[config.mk]
export PLATFORM = sky130hd
export DESIGN_NAME = alu_serial_ctrl
export DESIGN_NICKNAME = d
export VERILOG_FILES = /design/src/rtl/alu_serial_pkg.sv /design/src/rtl/alu1b.sv /design/src/rtl/alu_serial_ctrl.sv
export SDC_FILE = /design/constraint.sdc
export NUM_CORES = 1
export LEC_CHECK = 0
export ABC_AREA = 1
export CAP_MARGIN = 20
export CORE_ASPECT_RATIO = 0.9
export CORE_MARGIN = 5
export CORE_UTILIZATION = 49
export CTS_CLUSTER_SIZE = 20
export DETAILED_ROUTE_END_ITERATION = 6
export GPL_ROUTABILITY_DRIVEN = 0
export GPL_TIMING_DRIVEN = 0
export PLACE_DENSITY = 0.74
export SETUP_SLACK_MARGIN = 0.02
export SLEW_MARGIN = 20
export SYNTH_ARGS = -nofsm -noshare
export SYNTH_HDL_FRONTEND = slang
export SYNTH_SLANG_ARGS = --single-unit
export TNS_END_PERCENT = 20
[constraint.sdc]
create_clock -name clk -period 2.2 [get_ports clk]
set_clock_uncertainty 0.05 [all_clocks]
set_input_delay 0.44 -clock clk [delete_from_list [all_inputs] [get_ports clk]]
set_output_delay 0.44 -clock clk [all_outputs]
set_load 0.01 [all_outputs]
[src/rtl/alu_serial_pkg.sv]
// Shared definitions for the bit-serial ALU controller: op codes, FSM states
// and the op -> one-bit-slice drive decode.
package alu_serial_pkg;

  typedef enum logic [2:0] {
    OP_AND = 3'b000,
    OP_OR  = 3'b001,
    OP_ADD = 3'b010,
    OP_SUB = 3'b011,
    OP_NOR = 3'b100,
    OP_SLT = 3'b101
  } op_e;

  typedef enum logic [1:0] {
    ST_IDLE = 2'b00,
    ST_RUN  = 2'b01,
    ST_DONE = 2'b10
  } state_e;

  // Control drive of the one-bit slice: {a_inv, b_inv, sel, initial carry}
  typedef struct packed {
    logic       a_inv;
    logic       b_inv;
    logic [1:0] sel;
    logic       c_in;
  } slice_drv_t;

  localparam slice_drv_t DRV_AND = '{a_inv: 1'b0, b_inv: 1'b0, sel: 2'b00, c_in: 1'b0};
  localparam slice_drv_t DRV_OR  = '{a_inv: 1'b0, b_inv: 1'b0, sel: 2'b01, c_in: 1'b0};
  localparam slice_drv_t DRV_ADD = '{a_inv: 1'b0, b_inv: 1'b0, sel: 2'b10, c_in: 1'b0};
  localparam slice_drv_t DRV_SUB = '{a_inv: 1'b0, b_inv: 1'b1, sel: 2'b10, c_in: 1'b1};
  localparam slice_drv_t DRV_NOR = '{a_inv: 1'b1, b_inv: 1'b1, sel: 2'b00, c_in: 1'b0};
  localparam slice_drv_t DRV_SLT = '{a_inv: 1'b0, b_inv: 1'b1, sel: 2'b10, c_in: 1'b1};

  // Illegal op codes still run the full sequence; the slice is given a
  // harmless AND drive and the outputs are overridden at the end.
  function automatic slice_drv_t decode_op(input logic [2:0] op);
    slice_drv_t drv;
    case (op)
      OP_AND:  drv = DRV_AND;
      OP_OR:   drv = DRV_OR;
      OP_ADD:  drv = DRV_ADD;
      OP_SUB:  drv = DRV_SUB;
      OP_NOR:  drv = DRV_NOR;
      OP_SLT:  drv = DRV_SLT;
      default: drv = DRV_AND;
    endcase
    return drv;
  endfunction

endpackage

[src/rtl/alu1b.sv]
// One-bit ALU slice: optional operand inversion, AND / OR / full-add select.
module alu1b (
  input  logic       a_i,
  input  logic       b_i,
  input  logic       a_inv_i,
  input  logic       b_inv_i,
  input  logic       c_in_i,
  input  logic [1:0] sel_i,
  output logic       x_o,
  output logic       c_out_o
);

  logic aa_s;
  logic bb_s;

  // Combinational slice: invert operands, then select the bit function
  always_comb begin
    aa_s    = a_i ^ a_inv_i;
    bb_s    = b_i ^ b_inv_i;
    c_out_o = (aa_s & bb_s) | (aa_s & c_in_i) | (bb_s & c_in_i);
    case (sel_i)
      2'b00:   x_o = aa_s & bb_s;
      2'b01:   x_o = aa_s | bb_s;
      2'b10:   x_o = aa_s ^ bb_s ^ c_in_i;
      default: x_o = 1'b0;
    endcase
  end

endmodule

[src/rtl/alu_serial_ctrl.sv]
// Bit-serial ALU controller: processes one operand bit per clock, LSB first,
// through a single alu1b slice, then commits the flags in a DONE cycle.
// Optional feature: define ALU_SERIAL_OVF_EN to enable signed-overflow
// tracking (ovf output and overflow-corrected SLT).
module alu_serial_ctrl #(
  parameter int WIDTH = 8
) (
  input  logic             clk,
  input  logic             rst_n,
  input  logic             start,
  input  logic [2:0]       op,
  input  logic [WIDTH-1:0] a,
  input  logic [WIDTH-1:0] b,
  output logic             busy,
  output logic             done,
  output logic [WIDTH-1:0] result,
  output logic             c_out,
  output logic             ovf,
  output logic             zero,
  output logic             err
);
  import alu_serial_pkg::*;

  localparam int CNTW = $clog2(WIDTH + 1);

  state_e           state_q, state_d;
  logic [WIDTH-1:0] a_q, a_d, b_q, b_d, sh_q, sh_d;
  logic [2:0]       op_q, op_d;
  logic [CNTW-1:0]  cnt_q, cnt_d;
  logic             carry_q, carry_d;
  logic             busy_q, busy_d, done_q, done_d;
  logic [WIDTH-1:0] result_q, result_d;
  logic             c_out_q, c_out_d, ovf_q, ovf_d, zero_q, zero_d, err_q, err_d;

  slice_drv_t       drv_s;
  slice_drv_t       load_drv_s;
  logic             x_s, co_s;
  logic             load_s, step_s;
  logic             ovf_track_s;
  logic             set_s;

  assign drv_s      = decode_op(op_q);
  assign load_drv_s = decode_op(op);
  // A new request is accepted only when not in RUN; a step happens while
  // bits remain, the extra RUN cycle at cnt==WIDTH commits the outputs.
  assign load_s     = (state_q != ST_RUN) && start;
  assign step_s     = (state_q == ST_RUN) && (cnt_q != CNTW'(WIDTH));

  alu1b u_slice (
    .a_i     (a_q[0]),
    .b_i     (b_q[0]),
    .a_inv_i (drv_s.a_inv),
    .b_inv_i (drv_s.b_inv),
    .c_in_i  (carry_q),
    .sel_i   (drv_s.sel),
    .x_o     (x_s),
    .c_out_o (co_s)
  );

`ifdef ALU_SERIAL_OVF_EN
  logic cmsb_q, cmsb_d;

  // Capture the carry entering the MSB while the MSB is being processed
  always_comb begin
    cmsb_d = cmsb_q;
    if (load_s) begin
      cmsb_d = 1'b0;
    end else if (step_s && (cnt_q == CNTW'(WIDTH - 1))) begin
      cmsb_d = carry_q;
    end else begin
      cmsb_d = cmsb_q;
    end
  end

  // Carry-into-MSB register
  always_ff @(posedge clk or negedge rst_n) begin
    if (!rst_n) begin
      cmsb_q <= 1'b0;
    end else begin
      cmsb_q <= cmsb_d;
    end
  end

  assign ovf_track_s = cmsb_q ^ carry_q;
`else
  assign ovf_track_s = 1'b0;
`endif

  assign set_s = sh_q[WIDTH-1] ^ ovf_track_s;

  // Next-state, datapath step and output commit
  always_comb begin
    state_d  = state_q;
    a_d      = a_q;
    b_d      = b_q;
    sh_d     = sh_q;
    op_d     = op_q;
    cnt_d    = cnt_q;
    carry_d  = carry_q;
    result_d = result_q;
    c_out_d  = c_out_q;
    ovf_d    = ovf_q;
    zero_d   = zero_q;
    err_d    = err_q;
    case (state_q)
      ST_IDLE, ST_DONE: begin
        if (load_s) begin
          a_d     = a;
          b_d     = b;
          op_d    = op;
          cnt_d   = '0;
          sh_d    = '0;
          carry_d = load_drv_s.c_in;
          state_d = ST_RUN;
        end else begin
          state_d = ST_IDLE;
        end
      end
      ST_RUN: begin
        if (step_s) begin
          a_d     = a_q >> 1;
          b_d     = b_q >> 1;
          sh_d    = {x_s, sh_q[WIDTH-1:1]};
          carry_d = co_s;
          cnt_d   = cnt_q + CNTW'(1);
        end else begin
          state_d = ST_DONE;
          err_d   = 1'b0;
          case (op_q)
            OP_AND, OP_OR, OP_NOR: begin
              result_d = sh_q;
              c_out_d  = 1'b0;
              ovf_d    = 1'b0;
            end
            OP_ADD, OP_SUB: begin
              result_d = sh_q;
              c_out_d  = carry_q;
              ovf_d    = ovf_track_s;
            end
            OP_SLT: begin
              result_d = {{(WIDTH-1){1'b0}}, set_s};
              c_out_d  = carry_q;
              ovf_d    = 1'b0;
            end
            default: begin
              result_d = '0;
              c_out_d  = 1'b0;
              ovf_d    = 1'b0;
              err_d    = 1'b1;
            end
          endcase
          zero_d = (result_d == '0);
        end
      end
      default: begin
        state_d = ST_IDLE;
      end
    endcase
    busy_d = (state_d == ST_RUN);
    done_d = (state_d == ST_DONE);
  end

  // State, datapath and output registers
  always_ff @(posedge clk or negedge rst_n) begin
    if (!rst_n) begin
      state_q  <= ST_IDLE;
      a_q      <= '0;
      b_q      <= '0;
      sh_q     <= '0;
      op_q     <= 3'b000;
      cnt_q    <= '0;
      carry_q  <= 1'b0;
      busy_q   <= 1'b0;
      done_q   <= 1'b0;
      result_q <= '0;
      c_out_q  <= 1'b0;
      ovf_q    <= 1'b0;
      zero_q   <= 1'b0;
      err_q    <= 1'b0;
    end else begin
      state_q  <= state_d;
      a_q      <= a_d;
      b_q      <= b_d;
      sh_q     <= sh_d;
      op_q     <= op_d;
      cnt_q    <= cnt_d;
      carry_q  <= carry_d;
      busy_q   <= busy_d;
      done_q   <= done_d;
      result_q <= result_d;
      c_out_q  <= c_out_d;
      ovf_q    <= ovf_d;
      zero_q   <= zero_d;
      err_q    <= err_d;
    end
  end

  assign busy   = busy_q;
  assign done   = done_q;
  assign result = result_q;
  assign c_out  = c_out_q;
  assign ovf    = ovf_q;
  assign zero   = zero_q;
  assign err    = err_q;

endmodule

==> metrics.cfg <==
[route]
antenna_left=0
wl_per_cell_um=12.3
avgViaCountPerCell=4.89
routed_wl_mm=4.29
vias=1710
first_pass_iters=4
dr.first_iter.drc_count=84
drcViolationCount=0

[clock_network]
hold_buffers=0
insertion_delay_ns=0.29
cts_max_level=2
cts_tree=built
cts-buffers-inserted=5
cts.sinks=47
ctsLongestPathBuffers=2
root_buffer=clkbuf_8
clk_pin_slew_ns=0.08

[floorplanning]
dieWidth_um=80.7
design.die.area_um2=5950
placementRows=23
start_util_pct=50.1
die_y_um=73.7
ioPinCount=36
core_area_um2=4400

[logic_synthesis]
synth_seq_cells=47
synth_edf_count=0
syn_area_per_cell_um2=9.00
synth-main-ff-cell=dfrtp_1
synth_cell_types=28
netlist_area_um2=2210
synth_nets=272
synth_cells=245
async_flop_share_pct=100
ys_seq_area_share_pct=53.3
ys_warn_count=0

[worst_setup_path]
critPathMaxFanout=6
reg2reg_from=op_q[1]$_DFFE_PN0P_
path_class=reg2reg
crit_start=op_q[1]$_DFFE_PN0P_
start_kind=flip-flop
critPathBufInv=0
path_delay_family=simple AND/OR/NAND/NOR gates
path_cells=nor2_1, nand2_1, o211ai_2, xor2_2, fa_1, nand2_1, nand3_1, nand2_1, nand2_1
cp.required_ns=2.34
cpPeakStageDelay_ns=0.43
arrival_ns=2.17
end_kind=flip-flop
crit_path_frequent_cell=nand2_1
cp_slowest_cell=dfrtp_1

[power]
power_frac_clock_pct=14.5
internal_power_mw=2.29
combinationalPowerShare_pct=47.6
switching_share_pct=40.4
seqPwrFrac_pct=37.9
vdd_drop_max_mv=0.677
p_leak_nw=1.31
switchingPower_mw=1.56
pwr_density_cell_nw_per_um2=1400

[status]
outcome=finished, final reports clean

[timing]
setup_viol=0
rsz0062_at_grt=no
period_minus_slack_ns=2.03
fmax_mhz=492
final-max-slew-violation-count=0
final-hold-violation-count=0
setup_ws_ns=0.166
hold_ws_ns=0.0236
finalCritPeriodShare_pct=92.5

[cells_and_area]
syn_to_final_growth_pct=24.8
final_cell_mix=nand2_1, dfrtp_1, clkdlybuf4s50_1
drive_gt1_share_pct=11.1
final_common_cell=nand2_1
final_nets=314
antenna_cells_inserted=0
nFillCells=390

[placement]
dp_hpwl_mm=3.21
post-place-ws_ns=0.130
io_buffers=34

[global_routing]
grt_max_degree=31
grt_first_pass_wirelength_mm=7.55
grt_pass1_vias=1660
antenna_found_initial=0
overflow=0
grt_use_total_pct=16.4

[hold_path]
hold_path.class=in2async

[flow_run]
drv_cap=0

Yosys cell counts (all sizes together) (3+ instances only):
| cell | n | share of area (%) |
|---|---|---|
| o31ai | 7 | 2.4 |
| o211ai | 3 | 1.5 |
| a21oi | 3 | 0.68 |
| buf | 8 | 3.2 |
| nand3 | 27 | 6.7 |
| nand2 | 86 | 16 |
| ha | 4 | 2.3 |
| dfrtp | 47 | 53 |
| inv | 22 | 4.0 |
| nor2 | 14 | 3.1 |
| xor2 | 4 | 1.6 |
| o21ai | 13 | 2.9 |
per-stage QoR:
step                      setup TNS [ns]  util, %  total power [mW]  area (µm²)  instances
after detailed placement               0     59.9              3.29        2640        342
after global routing                   0     62.5              4.19        2750        350
after CTS                              0     62.2              3.85        2740        350
after floorplan                        0        -              2.71        2210        245
after global placement            -30.65     59.6              3.24        2620        341
final                                  0     62.5              3.85        2750        350
worst paths after layout:
kind	end	slack [ns]	cells past startpoint
max in group asynchronous	sh_q[7]$_DFFE_PN0P_	1.58	2
hold / removal	a_q[7]$_DFFE_PN0P_	0.02	1
min in group clk	b_q[7]$_DFFE_PN0P_	0.43	2
setup / recovery	sh_q[7]$_DFFE_PN0P_	0.17	9
setup reg to reg	sh_q[7]$_DFFE_PN0P_	0.17	9
hold reg to reg	b_q[7]$_DFFE_PN0P_	0.43	2
repair_timing:
item	4_1_cts	5_1_grt
buffers inserted	0	0
setup endpoints to repair	0	1
hold endpoints to repair	0	0
resized for setup	0	3
sequential cells by signal, summed over array words and instances (netlist names):
signal and count:
done 1, zero 1, a_q 8, result 8
b_q 8, err 1, busy 1, state_q 2
sh_q 8, cnt_q 4, carry_q 1, op_q 3
c_out 1
metal layers:
layer  vias up  GRT usage (%)  wire, µm
li1        862              -         -
met1       814           22.7      2000
met2        28           25.7      2060
met3         6           4.04       177
met4         0           5.07        53
met5         -              0         0
power groups by stage:
| stage | Combinational [mW] | Clock [mW] | Sequential [mW] |
|---|---|---|---|
| final | 1.83 | 0.559 | 1.46 |
| after global routing | 2.06 | 0.623 | 1.51 |
| after CTS | 1.83 | 0.569 | 1.45 |
| after detailed placement | 1.82 | 0 | 1.47 |
| after global placement | 1.78 | 0 | 1.45 |
| after floorplan | 1.24 | 0 | 1.47 |
final cells by class:
class	count	area (µm²)	share of cell area, %
Sequential cell	47	1180	42.7
Multi-Input combinational cell	167	878	31.9
Buffer	8	70.1	2.54
Clock buffer	8	100	3.63
Inverter	23	96.3	3.50
Timing Repair Buffer	35	355	12.9
Tap cell	62	77.6	2.82
kinds of logic (layout without fill, tap and decap cells):
family / Yosys count / count (layout) / synth area share (%)
fa+ha+maj: 5 / 5 / 3.18
simple gates: 127 / 127 / 25.4
other cells: 1 / 1 / 0.170
buf+inv: 31 / 74 / 7.54
xor+xnor: 5 / 5 / 1.99
flops: 47 / 47 / 53.3
compound gates: 29 / 29 / 8.39
(Power assumes the default switching activity.)
